==> config.mk <==
export PLATFORM = sky130hd
export DESIGN_NAME = arrow_game_core_flat
export DESIGN_NICKNAME = d
export VERILOG_FILES = /design/src/rtl/arrow_game_pkg.sv /design/src/rtl/arrow_game_if.sv /design/src/rtl/arrow_game_core_player_match.sv /design/src/rtl/arrow_game_core.sv /design/src/flat_wrapper.sv
export SDC_FILE = /design/constraint.sdc
export NUM_CORES = 1
export LEC_CHECK = 0
export BUFFER_PORTS_ARGS = -buffer_cell sky130_fd_sc_hd__buf_2
export CAP_MARGIN = 25
export CORE_UTILIZATION = 53
export DETAILED_ROUTE_END_ITERATION = 7
export GPL_TIMING_DRIVEN = 0
export HOLD_SLACK_MARGIN = 0.02
export PLACE_DENSITY = 0.82
export SETUP_SLACK_MARGIN = 0.05
export SYNTH_ARGS = -nofsm -noshare
export SYNTH_HDL_FRONTEND = slang
export SYNTH_SLANG_ARGS = --single-unit
==> constraint.sdc <==
create_clock -name clk -period 2.8 [get_ports clk]
set_input_delay 0.28 -clock clk [delete_from_list [all_inputs] [get_ports clk]]
set_output_delay 0.28 -clock clk [all_outputs]
set_load 0.05 [all_outputs]
==> src/rtl/arrow_game_pkg.sv <==
// Shared types and constants for the Arrowspace game engine.
// No logic: enum, opcodes, arrow codes, LFSR seed/taps and helpers.
// No flow control; consumers are purely combinational users of these items.
package arrow_game_pkg;

    typedef enum logic [1:0] {
        ST_IDLE      = 2'd0,
        ST_PLAY      = 2'd1,
        ST_LEVEL_END = 2'd2,
        ST_GAME_OVER = 2'd3
    } game_state_t;

    // Upper opcode nibble selecting the reply layout.
    localparam logic [3:0] OP_LEVEL = 4'h1;
    localparam logic [3:0] OP_MATCH = 4'h2;

    // One-hot arrow key codes, indexed by direction 0..3.
    localparam logic [3:0] ARROW_UP    = 4'b0001;
    localparam logic [3:0] ARROW_DOWN  = 4'b0010;
    localparam logic [3:0] ARROW_LEFT  = 4'b0100;
    localparam logic [3:0] ARROW_RIGHT = 4'b1000;

    // Fibonacci LFSR, taps at bits 16,14,13,11 (1-based).
    localparam logic [15:0] LFSR_SEED = 16'hACE1;
    localparam logic [15:0] LFSR_TAPS = 16'hB400;

    function automatic logic [15:0] lfsr_step(input logic [15:0] s);
        return {s[14:0], ^(s & LFSR_TAPS)};
    endfunction

    function automatic logic [3:0] arrow_code(input logic [1:0] dir);
        logic [3:0] code;
        case (dir)
            2'd0:    code = ARROW_UP;
            2'd1:    code = ARROW_DOWN;
            2'd2:    code = ARROW_LEFT;
            default: code = ARROW_RIGHT;
        endcase
        return code;
    endfunction

endpackage

==> src/rtl/arrow_game_if.sv <==
// Player key strobes plus the SPI opcode/reply pair of the game engine.
// Combinational bundle, no latency of its own.
// No backpressure: key strobes and pulse_load are single-cycle events.
interface arrow_game_if #(
    parameter int NUM_PLAYERS = 2,
    parameter int KEY_W       = 4
);
    logic [NUM_PLAYERS-1:0]       key_valid;
    logic [NUM_PLAYERS*KEY_W-1:0] key_code;
    logic [7:0]                   activeopcode;
    logic                         pulse_load;
    logic [23:0]                  reply;

    modport master (
        output key_valid, key_code, activeopcode, pulse_load,
        input  reply
    );

    modport slave (
        input  key_valid, key_code, activeopcode, pulse_load,
        output reply
    );
endinterface

==> src/rtl/arrow_game_core_player_match.sv <==
// One player's match tracker: index, done, sticky flags, score and lives.
// Key strobe takes effect on the next clock edge.
// No backpressure: a strobe is consumed or ignored (dead, done, not playing).
module player_match #(
    parameter int SEQ_LEN = 4,
    parameter int KEY_W   = 4,
    parameter int LIVES   = 7,
    parameter int LIFE_W  = 3
) (
    input  logic                     clk,
    input  logic                     reset,
    input  logic                     play,
    input  logic                     init,
    input  logic                     level_end,
    input  logic                     key_valid,
    input  logic [KEY_W-1:0]         key_code,
    input  logic [SEQ_LEN*KEY_W-1:0] key_seq,
    input  logic                     pulse_load,
    output logic [LIFE_W-1:0]        lives,
    output logic                     alive,
    output logic                     done,
    output logic                     correct,
    output logic                     wrong,
    output logic [7:0]               score,
    output logic                     will_die
);
    localparam int IDX_W = (SEQ_LEN > 1) ? $clog2(SEQ_LEN) : 1;

    logic [IDX_W-1:0] idx;
    logic             take;
    logic             hit;
    logic             last;

    assign alive    = (lives != '0);
    assign take     = play && alive && !done && key_valid;
    assign hit      = (key_code == key_seq[idx*KEY_W +: KEY_W]);
    assign last     = (idx == IDX_W'(SEQ_LEN - 1));
    // This player's last life goes at the coming level end.
    assign will_die = alive && !done && (lives == LIFE_W'(1));

    // Progress through the sequence, level-end penalty and game restart.
    always_ff @(posedge clk or posedge reset) begin
        if (reset) begin
            lives <= LIFE_W'(LIVES);
            idx   <= '0;
            done  <= 1'b0;
            score <= 8'd0;
        end else if (init) begin
            lives <= LIFE_W'(LIVES);
            idx   <= '0;
            done  <= 1'b0;
            score <= 8'd0;
        end else if (level_end) begin
            if (alive && !done) begin
                lives <= lives - 1'b1;
            end
            idx  <= '0;
            done <= 1'b0;
        end else if (take) begin
            if (hit) begin
                if (last) begin
                    done  <= 1'b1;
                    score <= score + 8'd1;
                    idx   <= '0;
                end else begin
                    idx <= idx + 1'b1;
                end
            end else begin
                idx <= '0;
            end
        end
    end

    // Sticky flags: a new event in the same cycle as pulse_load survives.
    always_ff @(posedge clk or posedge reset) begin
        if (reset) begin
            correct <= 1'b0;
            wrong   <= 1'b0;
        end else begin
            correct <= (take && hit)  || (correct && !pulse_load);
            wrong   <= (take && !hit) || (wrong   && !pulse_load);
        end
    end

endmodule

==> src/rtl/arrow_game_core.sv <==
// Arrowspace game engine: shared level sequence, level timer, per-player trackers, SPI reply.
// Reply is combinational on activeopcode; state changes one clock after start/expiry/key strobe.
// No backpressure; optional macro GAME_SPEEDUP_EN halves the level length per level.
module arrow_game_core
    import arrow_game_pkg::*;
#(
    parameter int NUM_PLAYERS = 2,
    parameter int SEQ_LEN     = 4,
    parameter int KEY_W       = 4,
    parameter int TIMER_W     = 28,
    parameter int LIVES       = 7,
    parameter int LIFE_W      = 3,
    parameter int LEVEL_W     = 2
) (
    input  logic                          clk,
    input  logic                          reset,
    input  logic                          start,
    arrow_game_if.slave                   bus,
    output logic [SEQ_LEN*KEY_W-1:0]      key_seq,
    output logic [LEVEL_W-1:0]            level,
    output logic [NUM_PLAYERS*LIFE_W-1:0] lives,
    output logic [NUM_PLAYERS-1:0]        alive,
    output logic                          game_over
);
    game_state_t                     state;
    logic [15:0]                     lfsr;
    logic [TIMER_W-1:0]              timer;
    logic [TIMER_W-1:0]              timer_limit;
    logic [SEQ_LEN*KEY_W-1:0]        next_seq;
    logic [NUM_PLAYERS-1:0]          will_die;
    logic [NUM_PLAYERS-1:0]          done;
    logic [NUM_PLAYERS-1:0]          correct;
    logic [NUM_PLAYERS-1:0]          wrong;
    logic [NUM_PLAYERS-1:0][7:0]     score;
    logic                            start_go;
    logic                            in_play;
    logic                            in_level_end;
    logic                            survivors;
    logic                            sel_ok;
    logic [LIFE_W-1:0]               sel_lives;
    logic [2:0]                      sel_flags;
    logic [7:0]                      sel_score;
    logic [23:0]                     reply_dat;

    assign start_go     = start && (state == ST_IDLE || state == ST_GAME_OVER);
    assign in_play      = (state == ST_PLAY);
    assign in_level_end = (state == ST_LEVEL_END);
    assign survivors    = |(alive & ~will_die);

    // Level length, optionally shrinking by half each level.
    always_comb begin
`ifdef GAME_SPEEDUP_EN
        timer_limit = {TIMER_W{1'b1}} >> level;
`else
        timer_limit = {TIMER_W{1'b1}};
`endif
    end

    // Candidate sequence from the free-running LFSR, one arrow per key slot.
    always_comb begin
        next_seq = '0;
        for (int i = 0; i < SEQ_LEN; i++) begin
            next_seq[i*KEY_W +: KEY_W] = KEY_W'(arrow_code(lfsr[(i*KEY_W) % 16 +: 2]));
        end
    end

    // Top-level game FSM with registered sequence, level and game_over.
    always_ff @(posedge clk or posedge reset) begin
        if (reset) begin
            state     <= ST_IDLE;
            lfsr      <= LFSR_SEED;
            timer     <= '0;
            level     <= '0;
            key_seq   <= '0;
            game_over <= 1'b0;
        end else begin
            lfsr <= lfsr_step(lfsr);
            case (state)
                ST_IDLE, ST_GAME_OVER: begin
                    if (start) begin
                        state     <= ST_PLAY;
                        timer     <= '0;
                        level     <= '0;
                        key_seq   <= next_seq;
                        game_over <= 1'b0;
                    end
                end
                ST_PLAY: begin
                    if (timer == timer_limit) begin
                        state <= ST_LEVEL_END;
                    end else begin
                        timer <= timer + 1'b1;
                    end
                end
                ST_LEVEL_END: begin
                    timer   <= '0;
                    key_seq <= next_seq;
                    if (level != {LEVEL_W{1'b1}}) begin
                        level <= level + 1'b1;
                    end
                    if (survivors) begin
                        state <= ST_PLAY;
                    end else begin
                        state     <= ST_GAME_OVER;
                        game_over <= 1'b1;
                    end
                end
                default: state <= ST_IDLE;
            endcase
        end
    end

    for (genvar g = 0; g < NUM_PLAYERS; g++) begin : g_player
        player_match #(
            .SEQ_LEN (SEQ_LEN),
            .KEY_W   (KEY_W),
            .LIVES   (LIVES),
            .LIFE_W  (LIFE_W)
        ) u_player (
            .clk        (clk),
            .reset      (reset),
            .play       (in_play),
            .init       (start_go),
            .level_end  (in_level_end),
            .key_valid  (bus.key_valid[g]),
            .key_code   (bus.key_code[g*KEY_W +: KEY_W]),
            .key_seq    (key_seq),
            .pulse_load (bus.pulse_load),
            .lives      (lives[g*LIFE_W +: LIFE_W]),
            .alive      (alive[g]),
            .done       (done[g]),
            .correct    (correct[g]),
            .wrong      (wrong[g]),
            .score      (score[g]),
            .will_die   (will_die[g])
        );
    end

    // SPI reply for the player in opcode bits [1:0]; absent players read as zero.
    always_comb begin
        sel_ok    = 1'b0;
        sel_lives = '0;
        sel_flags = 3'b000;
        sel_score = 8'd0;
        for (int i = 0; i < NUM_PLAYERS; i++) begin
            if (bus.activeopcode[1:0] == 2'(i)) begin
                sel_ok    = 1'b1;
                sel_lives = lives[i*LIFE_W +: LIFE_W];
                sel_flags = {correct[i], wrong[i], done[i]};
                sel_score = score[i];
            end
        end
        reply_dat = 24'h0;
        if (sel_ok) begin
            case (bus.activeopcode[7:4])
                OP_LEVEL: reply_dat = {game_over, 3'(sel_lives), 2'b00, 2'(level), 16'(key_seq)};
                OP_MATCH: reply_dat = {sel_flags, 13'b0, sel_score};
                default:  reply_dat = 24'h0;
            endcase
        end
    end

    assign bus.reply = reply_dat;

endmodule

==> src/flat_wrapper.sv <==
// flat-port wrapper written by rule: the top's interface ports become plain ports
module arrow_game_core_flat import arrow_game_pkg::*;
#(
    parameter int NUM_PLAYERS = 2,
    parameter int SEQ_LEN     = 4,
    parameter int KEY_W       = 4,
    parameter int TIMER_W     = 28,
    parameter int LIVES       = 7,
    parameter int LIFE_W      = 3,
    parameter int LEVEL_W     = 2
)
  (clk, reset, start, key_seq, level, lives, alive, game_over, bus_key_valid, bus_key_code, bus_activeopcode, bus_pulse_load, bus_reply);
  arrow_game_if #(.NUM_PLAYERS(NUM_PLAYERS), .KEY_W(KEY_W)) bus_i ();
  input  logic clk;
  input  logic reset;
  input  logic start;
  output logic [SEQ_LEN*KEY_W-1:0] key_seq;
  output logic [LEVEL_W-1:0] level;
  output logic [NUM_PLAYERS*LIFE_W-1:0] lives;
  output logic [NUM_PLAYERS-1:0] alive;
  output logic game_over;
  input wire logic [$bits(bus_i.key_valid)-1:0] bus_key_valid;
  input wire logic [$bits(bus_i.key_code)-1:0] bus_key_code;
  input wire logic [$bits(bus_i.activeopcode)-1:0] bus_activeopcode;
  input wire logic [$bits(bus_i.pulse_load)-1:0] bus_pulse_load;
  output wire logic [$bits(bus_i.reply)-1:0] bus_reply;
  assign bus_i.key_valid = bus_key_valid;
  assign bus_i.key_code = bus_key_code;
  assign bus_i.activeopcode = bus_activeopcode;
  assign bus_i.pulse_load = bus_pulse_load;
  assign bus_reply = bus_i.reply;
  arrow_game_core #(.NUM_PLAYERS(NUM_PLAYERS), .SEQ_LEN(SEQ_LEN), .KEY_W(KEY_W), .TIMER_W(TIMER_W), .LIVES(LIVES), .LIFE_W(LIFE_W), .LEVEL_W(LEVEL_W)) u_core (.clk(clk), .reset(reset), .start(start), .bus(bus_i), .key_seq(key_seq), .level(level), .lives(lives), .alive(alive), .game_over(game_over));
endmodule
**Yosys cells after proc, flatten, opt, wreduce, memory -nomap -nowiden**

Index checks and enable logic that the tools add are counted.

- Input port bits: 22
- Register bits: 97
- Word-level logic and storage cells: 190
- Output and inout port bits: 51

- Add/subtract/negate cells: 8
- Multiplexer cells: 65
- Bitwise gates (word level): 2
- Equal/unequal tests: 28
- Reduce and logical (&&, ||, !) cells: 67
- Shifts and indexed selects: 2

Operators by type and width:

| kind | count |
|---|---|
| $mux 8 | 12 |
| $pmux 28 s3 | 1 |
| $mux 28 | 2 |
| $pmux 24 s2 | 1 |
| $pmux 4 s3 | 4 |
| $pmux 16 s2 | 1 |
| $shiftx 16x5->4 | 2 |
| $mux 2 | 15 |
| $mux 3 | 10 |
| $add 28x1->28 const B | 1 |
| $eq 28x28->1 const B | 1 |
| $mux 24 | 1 |
| $reduce_bool 3->1 | 8 |
| $reduce_bool 2->1 | 10 |
| $logic_and 1x1->1 | 19 |
| $add 8x1->8 const B | 2 |
| $eq 2x2->1 const B | 8 |
| $mux 16 | 1 |
| $reduce_xor 16->1 | 1 |
| $mux 1 | 14 |
| $eq 2x1->1 const B | 6 |
| $logic_not 2->1 | 6 |
| $reduce_and 3->1 | 4 |
| $ne 2x2->1 const B | 5 |
| 17 further kinds | 37 |

**Logic depth before layout (Yosys ltp)**

- Depth in word-level cells: 8
- Mapped depth: 8
- Mapped depth without buffers: 7

**By module**

A second synthesis with hierarchy kept.

- Cell total of the unflattened synthesis: 582
- Area total of the unflattened synthesis: 5644.2 µm²

By module, submodules not included:

| module | times used | cells an instance | area each (µm²) | sequential area each (µm²) |
|---|---|---|---|---|
| arrow_game_core | 1 | 380 | 3549.7 | 1636.6 |
| player_match | 2 | 101 | 1047.3 | 404.1 |

**Least setup slack after synthesis**

Ideal clock, no wire load.

- Path kind: input -> output
- From: input bus_activeopcode[0]
- To: output bus_reply[21]
- Cell stages on the path: 4
- Data required time: 2.520 ns
- Path slack: 0.352 ns
- Buffers on the path: 2
- Arrival time: 2.168 ns
- Path through: clkbuf_1 -> clkbuf_1 -> mux2i_1 -> o21ai_0

- Word-level cells in the longest chain between the ends: 5
- Elaborated cells between the ends (all ways): 10
- Classes of those cells: eq/ne (1); mux (8); reduce/logical (1)

RTL lines:

| item | line | text |
|---|---|---|
| from (decl) | flat_wrapper.sv:24 | `input wire logic [$bits(bus_i.activeopcode)-1:0] bus_activeopcode;` |
| $logic_not 2->1 | arrow_game_core.sv:146 | `if (bus.activeopcode[1:0] == 2'(i)) begin` |
| $mux 3 (2 in series) | arrow_game_core.sv:146 |  |
| $pmux 24 s2 | arrow_game_core.sv:155 | `case (bus.activeopcode[7:4])` |
| $mux 24 (*) | arrow_game_core.sv:154 | `if (sel_ok) begin` |
| to (decl) | flat_wrapper.sv:26 | `output wire logic [$bits(bus_i.reply)-1:0] bus_reply;` |

Mark *: on every way between the ends. The rest lies on a longest branch, timed or not.

**Worst setup path after layout**

- From: input bus_activeopcode[1]
- To: output bus_reply[1]

- Word-level cells in the longest chain between the ends: 5
- Elaborated cells between the ends (all ways): 8
- Classes of those cells: eq/ne (1); mux (6); reduce/logical (1)

RTL lines:

| item | line |
|---|---|
| $logic_not 2->1 | arrow_game_core.sv:146 |
| $mux 8 (2 in series) | arrow_game_core.sv:146 |
| $pmux 24 s2 | arrow_game_core.sv:155 |
| $mux 24 (*) | arrow_game_core.sv:154 |

Marked as above.

==> results.cfg <==
[status]
status = complete, no violations

[die]
rows = 37
io_pins = 73
dieArea_um2 = 11000
die_h_um = 105
die_w_um = 105
initial_core_util_pct = 54.5
core_area_um2 = 10300

[worst_setup_path]
crit_start = bus_activeopcode[1]
worst_r2r_path_depth = 8
cp-start-kind = primary input
timing.rr.start = u_core.g_player[0].u_player.lives[0]
reg2reg_to = u_core.g_player[0].u_player.score[3]
critPathKind = in -> out
cp_max_fo = 10
worstSetupEndpointType = output pin
critPathArrivalTime_ns = 2.34
critical_path_required_ns = 2.52
rrSetupSlack_ns = 0.21
endpoint = bus_reply[1]

[route]
vias_per_cell = 6.24
avgRoutedWirePerCell_um = 18.3
drc = 0
ant_nets = 0
dr.first_iter.drc_count = 441
drt-pass1-iter-count = 5
vias = 5036
routed_wl_mm = 14.7

[cts]
cts.sinks = 97
clockBufferDepth = 2
clockRootBuffer = clkbuf_8
cts_max_level = 3
cts_buffers = 9
cts_resized = 0
clk_latency_ns = 0.39
cts_tree = yes
clk_pin_slew_worst_paths_ns = 0.11

[worst_hold_path]
worstHoldStart = bus_pulse_load
hp-class = in -> reg

[synth]
syn-cell-area_um2 = 5600
synth_area_per_cell_um2 = 9.58
ys_async_sr_fraction_pct = 100
yosysWarnings = 0
synth_edf_count = 0
synthTopCellsByArea = dfrtp_1 37%, dfstp_2 6.6%, nand2_1 5.2%
synth_top_area_share_pct = 37.1
synth_ff_type = dfrtp_1
syn_inst = 584
yosysUniqueCellTypes = 60
ys_ff_latch = 97
ys_seq_area_share_pct = 43.7
yosysTopAreaCell = dfrtp_1

[final_layout]
nets = 707
final_cell_mix = 83 x dfrtp_1, 77 x nand2_1, 72 x buf_2
design_area_um2 = 6380
layout-drive-gt1-share_pct = 20.6
final_common_cell = dfrtp_1
syn2layout_area_growth_pct = 14.0
n_antenna_cell = 0
fill_cells = 884

[timing]
rsz0062_at_grt = false
final.min_clock_period_ns = 2.62
max_freq_ghz = 0.382
min_period_over_period_pct = 93.6
hold_viol_final = 0
slew-limit-headroom_pct = 36.4
tightest_slew_ns = 0.947
clock_skew_ns = 0.0133
setup_viol = 0
finalMaxSlewViolations = 0
fin_setup_tns_ns = 0

[pwr]
p_total_mw = 2.47
p_clk_share_pct = 39.0
pwr-share-comb_pct = 4.3
p_sw_share_pct = 27.2
ir_worst_vdd_mv = 0.256
p_int_mw = 1.80
switchingPower_uw = 672
power_frac_seq_pct = 56.8
power.leakage_nw = 2.80
p_per_area_nw_per_um2 = 387

[global_route]
track_usage_pct = 28.4
grt_pass1_vias = 4865
grt_first_pass_wirelength_mm = 24.5
overflow = 0
antenna_found_initial = 0
grt_max_degree = 42

[run]
maxCapViolCount = 0

[placed_design]
portBuffers = 67
postPlaceCellArea_um2 = 6150
place.gp.congestion = 0.922
dpl.hpwl_mm = 10.6
-- per-layer routing --
| layer | global-route usage [%] | part of all wire, % |
|---|---|---|
| met1 | 38.9 | 43 |
| met2 | 45.7 | 47 |
| met3 | 4.43 | 7.3 |
| met4 | 10.3 | 2.1 |
| met5 | 0 | 0 |
-- worst min path at each step --
stage / to / slack (ns) / cells past startpoint
2_1_floorplan: u_core.lfsr[3] / 0.33 / 0
3_3_place_gp: u_core.lfsr[15] / 0.34 / 0
3_5_place_dp: u_core.lfsr[3] / 0.34 / 0
4_1_cts: u_core.g_player[1].u_player.correct / 0.11 / 2
5_1_grt: u_core.g_player[1].u_player.correct / 0.12 / 2
6_report: u_core.g_player[1].u_player.wrong / 0.13 / 2
-- sequential cells by signal, indices dropped and copies added (netlist names) --
register and count:
u_core.g_player.u_player.idx 4, u_core.g_player.u_player.correct 2, u_core.g_player.u_player.wrong 2, u_core.key_seq 16, u_core.level 2, u_core.lfsr 16
u_core.timer 28, u_core.game_over 1, u_core.g_player.u_player.done 2, u_core.g_player.u_player.lives 6, u_core.g_player.u_player.score 16, u_core.state 2
-- power groups by stage --
stage          logic (mW)  registers (mW)  clock network, mW
2_1_floorplan      0.0621            1.43                  0
3_3_place_gp       0.0971            1.43                  0
5_1_grt             0.115            1.40               1.04
4_1_cts             0.107            1.40              0.976
3_5_place_dp        0.106            1.43                  0
6_report            0.105            1.40              0.962
-- stage by stage --
stage               hold WS [ns]  setup WS [ns]  util, %  std cells
CTS                        0.110          0.204     62.1        807
global route               0.120         0.0572     62.1        807
finish                     0.126          0.180     62.1        807
floorplan                  0.331          0.352        -        585
detailed placement         0.342          0.239     59.8        790
global placement           0.335          0.285     59.4        788
-- final cells by class --
type / count / area, um^2 / area share, %
well taps: 136 / 170 / 2.67
multi-input cells: 426 / 2890 / 45.3
plain buffers: 36 / 171 / 2.69
inverters: 26 / 101 / 1.59
repair buffers: 70 / 385 / 6.04
clock inverters: 7 / 93.8 / 1.47
clock buffers: 9 / 124 / 1.94
flip-flops and latches: 97 / 2440 / 38.3
-- worst max-delay path: stages --
cell      delay [ns]
buf_2           0.10
nor3_1          0.77
and2_1          0.26
clkbuf_1        0.39
nand2_1         0.10
o21ai_0         0.12
buf_2           0.32
-- synth_stat cells, types with 5 or more instances --
| library cell | instances |
|---|---|
| nand2_1 | 77 |
| dfstp_2 | 14 |
| ha_1 | 19 |
| nor2_1 | 10 |
| and3_1 | 20 |
| or4_1 | 15 |
| nand2b_1 | 12 |
| o211ai_1 | 16 |
| buf_2 | 5 |
| o311ai_1 | 7 |
| dfrtp_1 | 83 |
| o21ai_0 | 41 |
| o31ai_1 | 14 |
| mux4_2 | 8 |
| clkbuf_1 | 25 |
| nor3_1 | 5 |
| nand3_1 | 19 |
| a21oi_1 | 33 |
| nor2b_1 | 7 |
| mux2i_1 | 15 |
| nand4_1 | 11 |
| inv_1 | 26 |
| xnor2_1 | 12 |
| mux2_2 | 5 |
| or3_1 | 21 |
-- logic make-up after synthesis --
| group | share of synthesized area (%) |
|---|---|
| AOI/OAI and AO/OA | 16.7 |
| xor gates and xnor gates | 1.88 |
| adders and majority gates | 4.25 |
| buffers and inverters | 4.81 |
| DFF | 43.7 |
| muxes | 6.91 |
| other | 0.0670 |
| and+or+nand+nor | 21.7 |
-- repair_timing --
action	in CTS	in global routing
hold buffers	1	0
buffers inserted	0	0
endpoints found under the hold margin	23	0
(Power assumes the default switching activity.)
